### src/rtl/clk_phase_pkg.sv
// clk_phase_pkg
//   Shared types and constants for the phase-select block: select FSM state
//   codes, phase index constants and the quadrature validity rule used by the
//   monitor.
package clk_phase_pkg;

  typedef logic [1:0] phase_t;
  typedef logic [1:0] sel_state_t;

  // Select FSM states
  localparam sel_state_t ST_IDLE      = 2'd0;
  localparam sel_state_t ST_GATE      = 2'd1;
  localparam sel_state_t ST_WAIT_FALL = 2'd2;
  localparam sel_state_t ST_DONE      = 2'd3;

  // Phase indices: bit i of the phase bus carries phase index i
  localparam phase_t PH_0   = 2'd0;
  localparam phase_t PH_90  = 2'd1;
  localparam phase_t PH_180 = 2'd2;
  localparam phase_t PH_270 = 2'd3;

  // A phase sample is consistent when 180/270 are the complements of 0/90
  // and 90 equals the previous cycle's 0 (90 lags 0 by one clk).
  function automatic logic quad_ok(input logic [3:0] cur, input logic [3:0] prev);
    return (cur[PH_180] == ~cur[PH_0]) &&
           (cur[PH_270] == ~cur[PH_90]) &&
           (cur[PH_90]  == prev[PH_0]);
  endfunction

endpackage

### src/rtl/clk_phase_select_monitor.sv
// clk_phase_monitor
//   Registers the four generator phases twice, checks the quadrature
//   relationship every cycle once both stages hold real samples, and keeps a
//   saturating run counter that drives lock plus a saturating error counter.
//
// Ports
//   clk, rst    clock, asynchronous active-high reset
//   ph_in       {clk_270, clk_180, clk_90, clk_0}
//   ph_q        ph_in delayed one clk
//   ph_qq       ph_in delayed two clk
//   locked      run counter has reached LOCK_CNT
//   phase_err   one-cycle pulse per invalid cycle
//   err_cnt     saturating count of invalid cycles
module clk_phase_monitor
  import clk_phase_pkg::*;
#(
  parameter int LOCK_CNT = 8,
  parameter int ERR_W    = 8
) (
  input  logic             clk,
  input  logic             rst,
  input  logic [3:0]       ph_in,
  output logic [3:0]       ph_q,
  output logic [3:0]       ph_qq,
  output logic             locked,
  output logic             phase_err,
  output logic [ERR_W-1:0] err_cnt
);

  localparam int CNT_W = $clog2(LOCK_CNT + 1);
  localparam logic [CNT_W-1:0] CNT_MAX = CNT_W'(LOCK_CNT);
  localparam logic [CNT_W-1:0] CNT_PRE = CNT_W'(LOCK_CNT - 1);

  logic [1:0]       fill;
  logic [CNT_W-1:0] run_cnt;
  logic             checking;
  logic             cycle_ok;

  // fill counts the two pipeline loads after reset; checking starts once
  // ph_qq holds a real sample.
  assign checking = fill[1];
  assign cycle_ok = quad_ok(ph_q, ph_qq);

  always_ff @(posedge clk or posedge rst) begin
    if (rst) begin
      ph_q      <= '0;
      ph_qq     <= '0;
      fill      <= '0;
      run_cnt   <= '0;
      locked    <= 1'b0;
      phase_err <= 1'b0;
      err_cnt   <= '0;
    end else begin
      ph_q      <= ph_in;
      ph_qq     <= ph_q;
      phase_err <= 1'b0;
      if (!checking) begin
        fill <= fill + 2'd1;
      end else if (cycle_ok) begin
        if (run_cnt != CNT_MAX) begin
          run_cnt <= run_cnt + CNT_W'(1);
        end
        // lock follows the counter value after this update
        locked <= (run_cnt >= CNT_PRE);
      end else begin
        run_cnt   <= '0;
        locked    <= 1'b0;
        phase_err <= 1'b1;
        if (err_cnt != '1) begin
          err_cnt <= err_cnt + ERR_W'(1);
        end
      end
    end
  end

endmodule

### src/rtl/clk_phase_select.sv
// clk_phase_select
//   Drives one of four quadrature divide-by-4 phases onto clk_out and switches
//   between them on a req/ack handshake without producing runt pulses. The
//   phase monitor supplies the delayed phase samples and lock status.
//
// Ports
//   clk, rst    clock, asynchronous active-high reset
//   ph_in       {clk_270, clk_180, clk_90, clk_0}
//   sel_req     phase change request (level, held until sel_ack)
//   sel_phase   requested phase index
//   sel_ack     one-cycle completion pulse
//   clk_out     selected phase, registered
//   cur_phase   phase index currently driving clk_out
//   locked      phase set has been valid for LOCK_CNT cycles
//   phase_err   one-cycle pulse per detected violation
//   err_cnt     saturating violation count
//
// state      | meaning
// -----------+--------------------------------------------------------------
// IDLE       | clk_out follows ph_q[cur_phase] while locked; accept requests
// GATE       | keep following current phase until it is low, then force 0
// WAIT_FALL  | clk_out held 0 until target phase shows a falling edge
// DONE       | pulse sel_ack, clk_out follows (new) cur_phase
module clk_phase_select
  import clk_phase_pkg::*;
#(
  parameter int          LOCK_CNT      = 8,
  parameter int          ERR_W         = 8,
  parameter int unsigned DEFAULT_PHASE = 0
) (
  input  logic             clk,
  input  logic             rst,
  input  logic [3:0]       ph_in,
  input  logic             sel_req,
  input  logic [1:0]       sel_phase,
  output logic             sel_ack,
  output logic             clk_out,
  output logic [1:0]       cur_phase,
  output logic             locked,
  output logic             phase_err,
  output logic [ERR_W-1:0] err_cnt
);

  localparam phase_t DEF_PH = phase_t'(DEFAULT_PHASE);

  logic [3:0] ph_q;
  logic [3:0] ph_qq;
  sel_state_t state;
  phase_t     target;
  logic       cur_bit;
  logic       tgt_now;
  logic       tgt_prev;
  logic       tgt_fall;

  clk_phase_monitor #(
    .LOCK_CNT (LOCK_CNT),
    .ERR_W    (ERR_W)
  ) u_monitor (
    .clk       (clk),
    .rst       (rst),
    .ph_in     (ph_in),
    .ph_q      (ph_q),
    .ph_qq     (ph_qq),
    .locked    (locked),
    .phase_err (phase_err),
    .err_cnt   (err_cnt)
  );

  assign cur_bit  = ph_q[cur_phase];
  assign tgt_now  = ph_q[target];
  assign tgt_prev = ph_qq[target];
  // Switching right after the target's falling edge means the new phase
  // still has one low cycle left, so the output low gap is at least 2 clk.
  assign tgt_fall = !tgt_now && tgt_prev;

  always_ff @(posedge clk or posedge rst) begin
    if (rst) begin
      state     <= ST_IDLE;
      target    <= DEF_PH;
      cur_phase <= DEF_PH;
      clk_out   <= 1'b0;
      sel_ack   <= 1'b0;
    end else begin
      sel_ack <= 1'b0;
      case (state)
        ST_IDLE: begin
          clk_out <= cur_bit & locked;
          if (sel_req && locked) begin
            if (sel_phase == cur_phase) begin
              state <= ST_DONE;
            end else begin
              target <= sel_phase;
              state  <= ST_GATE;
            end
          end
        end
        ST_GATE: begin
          if (!locked) begin
            clk_out <= 1'b0;
            state   <= ST_IDLE;
          end else if (!cur_bit) begin
            // the current pulse has ended naturally; gate from here on
            clk_out <= 1'b0;
            state   <= ST_WAIT_FALL;
          end else begin
            clk_out <= 1'b1;
          end
        end
        ST_WAIT_FALL: begin
          clk_out <= 1'b0;
          if (!locked) begin
            state <= ST_IDLE;
          end else if (tgt_fall) begin
            cur_phase <= target;
            state     <= ST_DONE;
          end
        end
        ST_DONE: begin
          clk_out <= cur_bit & locked;
          sel_ack <= 1'b1;
          state   <= ST_IDLE;
        end
        default: begin
          clk_out <= 1'b0;
          state   <= ST_IDLE;
        end
      endcase
    end
  end

endmodule
### config.mk
export PLATFORM = sky130hd
export DESIGN_NAME = clk_phase_select
export DESIGN_NICKNAME = d
export VERILOG_FILES = /design/src/rtl/clk_phase_pkg.sv /design/src/rtl/clk_phase_select_monitor.sv /design/src/rtl/clk_phase_select.sv
export SDC_FILE = /design/constraint.sdc
export NUM_CORES = 1
export LEC_CHECK = 0
export CORE_UTILIZATION = 47
export DETAILED_ROUTE_END_ITERATION = 7
export GPL_TIMING_DRIVEN = 0
export PLACE_DENSITY = 0.74
export SLEW_MARGIN = 20
export SYNTH_ARGS = -nofsm -noshare
export SYNTH_HDL_FRONTEND = slang
export SYNTH_SLANG_ARGS = --single-unit
### constraint.sdc
create_clock -name clk -period 1.6 [get_ports clk]
set_clock_uncertainty 0.2 [all_clocks]
set_input_delay 0.32 -clock clk [delete_from_list [all_inputs] [get_ports clk]]
set_output_delay 0.32 -clock clk [all_outputs]
set_load 0.005 [all_outputs]
# == Word level (Yosys, flattened, before mapping) ==
# Cells that the tools add are included.
# totals
regBits,32
wordCells,72
# op_classes
n_addsub,3
n_lt_le_gt_ge,3
n_eq_ne,13
mux,23
n_bitwise,5
n_reduce_logical,12
# op_table
operator,count
$mux 2,7
$reduce_and 3->1,4
$mux 1,9
$add 8x1->8 const B,1
$mux 4,2
$ne 8x8->1 const B,1
$pmux 2 s4,1
$bmux 1 s2,3
$lt 2x3->1 const B,2
$ne 3x3->1 const B,2
$add 4x1->4 const B,1
$eq 2x2->1 const B,2
$ge 4x3->1 const B,1
$logic_and 1x1->1,4
$ne 2x2->1 const B,2
$ne 4x4->1 const B,1
$not 1->1,4
$eq 1x1->1,3
$pmux 1 s3,1
$add 2x1->2 const B,1
$eq 2x1->1 const B,1
$eq 2x2->1,1
$logic_not 2->1,1
$reduce_and 2->1,1
3 further kinds,3

# == Longest topological paths before layout ==
# depth
depth_word,7
depth_mapped,5

# == Modules after synthesis ==
# A second synthesis with hierarchy kept.
# hier_totals
hier_cells,123
hier_area_um2,1435.1
# by_module_without_submodules
module,instances,cells_each,area_each_um2,seq_area_each_um2
clk_phase_monitor,1,83,1011.0,600.6
clk_phase_select,1,40,424.2,200.2

# == Worst setup path before layout ==
# No wires, ideal clock.
# synth_path
path_type,reg2reg
from,register cur_phase[1]
to,register state[0]
setup_time_ps,120
arrival_time_ps,1389
t_required_ps,1280
path_slack_ps,-109
stages_incl_launch_ff,4
synth_period_minus_slack_ps,1709
cell_sequence,dfrtp_1 mux4_2 mux2_4 a31o_1
# synth_between
elab_chain_cells,4
# synth_lines
item,line_no,source
start: declaration,clk_phase_select.sv:38,"output logic [1:0] cur_phase,"
start signal: assignment,clk_phase_select.sv:114,cur_phase <= target;
$bmux 1 s2,clk_phase_select.sv:69,assign cur_bit = ph_q[cur_phase];
$mux 1 (implied by the code),clk_phase_select.sv:69,
$ne 3x3->1 (no source line),-,
$reduce_and 3->1 (no source line),-,
end signal: assignment,clk_phase_select.sv:78,state <= ST_IDLE;
end signal: assignment,clk_phase_select.sv:90,state <= ST_DONE;
end signal: assignment,clk_phase_select.sv:93,state <= ST_GATE;
end: declaration,clk_phase_select.sv:48,sel_state_t state;
# Every way passes these cells. The select of a mux whose other input is x is not followed.
# A chain may end at the register's enable or synchronous reset.

# == Worst setup path after layout ==
# layout_path
from,register u_monitor.ph_qq[0]
to,register u_monitor.run_cnt[0]
# layout_between
elab_chain_cells,4
elab_cells_between_ends,5
# layout_lines
item,line_no,source
start: declaration,clk_phase_select_monitor.sv:24,"output logic [3:0] ph_qq,"
start signal: assignment,clk_phase_select_monitor.sv:55,ph_qq <= ph_q;
$eq 1x1->1 *,clk_phase_pkg.sv:27,(cur[PH_90] == prev[PH_0]);
$logic_and 1x1->1 *,clk_phase_pkg.sv:26,(cur[PH_270] == ~cur[PH_90]) &&
$ne 2x2->1 (no source line),-,
$reduce_and 2->1 (no source line),-,
end signal: assignment,clk_phase_select_monitor.sv:61,run_cnt <= run_cnt + CNT_W'(1);
end: declaration,clk_phase_select_monitor.sv:35,logic [CNT_W-1:0] run_cnt;
# Mark *: on every way between the ends. The rest lies on a longest branch, timed or not.

==> summary.log <==
qor: power.switching_share 33.4%
qor: clock_network.cts_inserted_buffers 5
qor: yosys.synth-main-ff-cell sky130_fd_sc_hd__dfrtp_1
qor: floorplan.die_h 57.2 um
qor: place.place_ws -0.368 ns
qor: detailed_routing.dr.max_layer_used met4
qor: place.globalplace.congestion 0.789
qor: grt.grt_util_all_layers 24.8%
qor: yosys.async_reset_ff_share 100%
qor: worst_setup_path.rr_startpoint u_monitor.ph_qq[0]
qor: grt.grt_antenna_before_repair 0
qor: place.io_buffer_count 22
qor: finish.antenna_cell_count 0
qor: clock_network.clkSlewWorstSetupHoldPaths 0.11 ns
qor: power.pwr_density_cell 1140 nW/um^2
qor: worst_setup_path.critPathBufInv 1
qor: sta.finalSetupViolations 19
qor: power.lkg_pwr 0.999 nW
qor: floorplan.num_io_pins 23
qor: worst_setup_path.cell_breakdown_of_the_critical_path buf_4 -> nor3b_4 -> o21a_4 -> and3_4 -> mux2_4
qor: detailed_routing.wire_per_inst 18.3 um
qor: power.pwr-share-comb 37.4%
qor: floorplan.die-width 57.2 um
qor: power.total_power 2.48 mW
qor: detailed_routing.drt-met1-wl 1.46 mm
qor: grt.grt_first_pass_wirelength 5.84 mm
qor: sta.period_needed 1.75 ns
qor: worst_setup_path.reg2reg_depth 5
qor: floorplan.effective_utilization_at_floorplan 50.6%
qor: power.cell_internal_pwr 1.65 mW
qor: finish.flow.area_growth_from_synthesis 52.3%
qor: clock_network.clock_tree_from_tritoncts done
qor: worst_setup_path.setup.reg_to_reg.worst_slack -0.15 ns
qor: clock_network.clockBufferDepth 2
qor: grt.number_of_global_route_vias_before_repair 1173
qor: finish.post_route_cells_drive_above_1_share 47.4%
qor: detailed_routing.drcViolationCount 2
qor: detailed_routing.initialDrtViolationCount 23
qor: detailed_routing.num_vias 1128
qor: sta.rsz0062_at_grt true
qor: job.cap_viol_max_count 0
qor: grt.grt_max_degree 33
qor: yosys.synthesized_instance_count 115
qor: worst_hold_path.hold_path_class input port to async pin
qor: yosys.synthesis.area 1430 sq um
qor: sta.slew_margin_rel 55.5%
qor: worst_setup_path.criticalPathCategory flop to flop
qor: worst_setup_path.worstReg2RegEnd u_monitor.run_cnt[0]
qor: detailed_routing.wl_met2 2.00 mm
qor: yosys.yosysWarnings 0
qor: sta.max_freq 571 MHz
qor: outcome.violations design-rule violations, negative setup slack
qor: detailed_routing.routed_wirelength 3.70 mm
qor: yosys.synth_seq_cells 32
qor: clock_network.clk_root_buffer_cell sky130_fd_sc_hd__clkbuf_4
qor: yosys.ys_top_cells_by_count sky130_fd_sc_hd__dfrtp_1, sky130_fd_sc_hd__nor2_1, sky130_fd_sc_hd__xor2_1
qor: yosys.post-synth-top-count-cell sky130_fd_sc_hd__dfrtp_1
qor: detailed_routing.route.detailed.vias_per_inst 5.58
qor: worst_setup_path.crit_fanout 7
qor: yosys.area_share_of_the_leading_cell_type_in_the_synthesized_netlist 55.9%
qor: power.switchingPower 0.829 mW
qor: sta.final.setup.worst_slack -0.151 ns
qor: place.dpl-instance-area 1700 sq um
qor: clock_network.cts.htree.levels 2
qor: floorplan.total_number_of_placement_rows 19
qor: outcome.run_status complete, but fails checks
qor: clock_network.clkLatencyLatePin 0.34 ns
qor: place.place_hpwl 1.74 mm
qor: worst_setup_path.critical_path.startpoint_type flop
qor: finish.number_of_nets_in_the_layout 182
qor: worst_setup_path.worst_setup_path_end_kind flop
qor: yosys.syn-num-nets 127
qor: yosys.netlist_top_cells_area sky130_fd_sc_hd__dfrtp_1, sky130_fd_sc_hd__mux2_1, sky130_fd_sc_hd__xor2_1, sky130_fd_sc_hd__ha_1, sky130_fd_sc_hd__xnor2_1
qor: clock_network.cts_hold_buffers 0
qor: sta.worst_slew_pin_slew 0.666 ns
qor: power.seqPwrFrac 42.4%
qor: worst_setup_path.max_stage_delay 0.43 ns
qor: yosys.synth_sequential_area_ratio 55.9%
qor: yosys.syn_area_per_cell 12.5 sq um
qor: worst_setup_path.slowest_stage sky130_fd_sc_hd__dfrtp_1
qor: finish.stdcell_area 2180 sq um
qor: sta.hold_viol 0
qor: sta.drv_slew 0
qor: yosys.synth_top_cell_by_area sky130_fd_sc_hd__dfrtp_1
qor: detailed_routing.dr_wl_met3 147 um
qor: worst_setup_path.critPathTopFamily simple AND/OR/NAND/NOR gates
qor: floorplan.overall_die_area 3270 sq um
qor: yosys.post_synth_edffs 0
qor: worst_setup_path.required 1.68 ns
qor: detailed_routing.detailedRoute.firstPassIterationCount 6
qor: sta.fin_crit_sh 109%
qor: detailed_routing.ant_nets 0
qor: clock_network.clock_sinks 32
qor: grt.grt_overflow 0
qor: power.irDropWorstVdd 985 uV
qor: power.power.share.clock 20.2%
qor: yosys.synthDistinctLibCells 41
qor: floorplan.core_region_area 2830 sq um
qor: worst_setup_path.critical_path_arrival 1.83 ns
power groups by stage:
stage	clock network, mW	registers, mW	logic (mW)
floorplan	0	1.06	0.233
global route	0.548	1.06	0.985
global placement	0	1.07	0.482
detailed placement	0	1.07	0.495
CTS	0.498	1.03	0.725
finish	0.502	1.05	0.928
stage by stage:
step	TNS, ns	utilization [%]	hold slack, ns	instances
CTS	-1.31	73.1	0.205	196
global placement	-11.93	60.2	0.221	168
floorplan	-0.126	-	0.151	115
global route	-2.53	77.1	0.215	202
finish	-1.76	77.1	0.183	202
detailed placement	-1.67	60.2	0.244	168
timing repair:
item,CTS,global route
setup buffers,20,6
setup endpoints to repair,31,25
pin swaps,24,16
gates resized for setup,53,22
cells in the final DEF, fill, tap and decap left out, types with 2 or more instances in the layout:
cell,instances
sky130_fd_sc_hd__clkdlybuf4s15_1,5
sky130_fd_sc_hd__xnor2_1,2
sky130_fd_sc_hd__clkdlybuf4s50_1,7
sky130_fd_sc_hd__nand4_1,3
sky130_fd_sc_hd__clkinv_2,2
sky130_fd_sc_hd__buf_6,9
sky130_fd_sc_hd__and2_1,2
sky130_fd_sc_hd__dlygate4sd2_1,8
sky130_fd_sc_hd__buf_4,18
sky130_fd_sc_hd__nand3b_1,2
sky130_fd_sc_hd__ha_1,2
sky130_fd_sc_hd__nand2_1,5
sky130_fd_sc_hd__a22o_1,2
sky130_fd_sc_hd__a21oi_2,2
sky130_fd_sc_hd__nor2b_1,3
sky130_fd_sc_hd__inv_1,4
sky130_fd_sc_hd__and3b_2,2
sky130_fd_sc_hd__nor2_2,2
sky130_fd_sc_hd__dfrtp_2,9
sky130_fd_sc_hd__xor2_1,5
sky130_fd_sc_hd__nor4_4,3
sky130_fd_sc_hd__dfrtp_1,23
sky130_fd_sc_hd__nor2_1,4
sky130_fd_sc_hd__clkbuf_4,6
sky130_fd_sc_hd__mux2_4,8
per-layer routing:
layer,GRT usage (%),vias up
li1,-,526
met4,10.8,0
met3,6.80,12
met5,0,-
met1,30.4,560
met2,41.2,30
area by class of cell:
type                            instances  area (sq um)
Clock inverter                          2          10.0
Multi-Input combinational cell         77           805
Sequential cell                        32           812
Inverter                                5          18.8
Buffer                                  1          7.51
Fill cell                             152           647
Timing Repair Buffer                   48           439
Clock buffer                            6          51.3
Tap cell                               31          38.8
state kept, by name, indices dropped and copies added, names as in the netlist:
register / flops
state: 2
clk_out: 1
u_monitor.ph_q: 4
u_monitor.ph_qq: 4
u_monitor.locked: 1
u_monitor.fill: 2
cur_phase: 2
u_monitor.run_cnt: 4
u_monitor.err_cnt: 8
sel_ack: 1
u_monitor.phase_err: 1
target: 2
logic make-up (layout without fill, tap and decap cells):
group | after synthesis | after routing | synth area share [%]
AOI/OAI and AO/OA | 16 | 16 | 8.91
buffers and inverters | 6 | 62 | 1.57
DFF | 32 | 32 | 55.9
xor gates and xnor gates | 10 | 10 | 6.11
muxes | 9 | 9 | 8.12
adders and majority gates | 3 | 3 | 2.62
and+or+nand+nor | 39 | 39 | 16.8
worst max-delay path by stage:
stage,cells past startpoint,slack [ns],startpoint,end
6_report,5,-0.15,u_monitor.ph_qq[0],u_monitor.run_cnt[0]
3_3_place_gp,2,-0.33,rst,u_monitor.err_cnt[5]
4_1_cts,4,-0.13,u_monitor.ph_q[1],u_monitor.run_cnt[0]
3_5_place_dp,5,-0.37,sel_phase[1],target[0]
5_1_grt,5,-0.17,u_monitor.ph_q[1],u_monitor.run_cnt[0]
2_1_floorplan,3,-0.1,cur_phase[1],state[0]
worst reg2reg max path: cells and delay by family, from the launching register on:
kind,cells,cell delay (ns)
multiplexers,1,0.14
buffers and inverters,1,0.16
flip-flops,1,0.43
AO/OA/AOI/OAI,1,0.28
AND/OR/NAND/NOR,2,0.49
No activity file was read; power rests on OpenSTA's default activity.
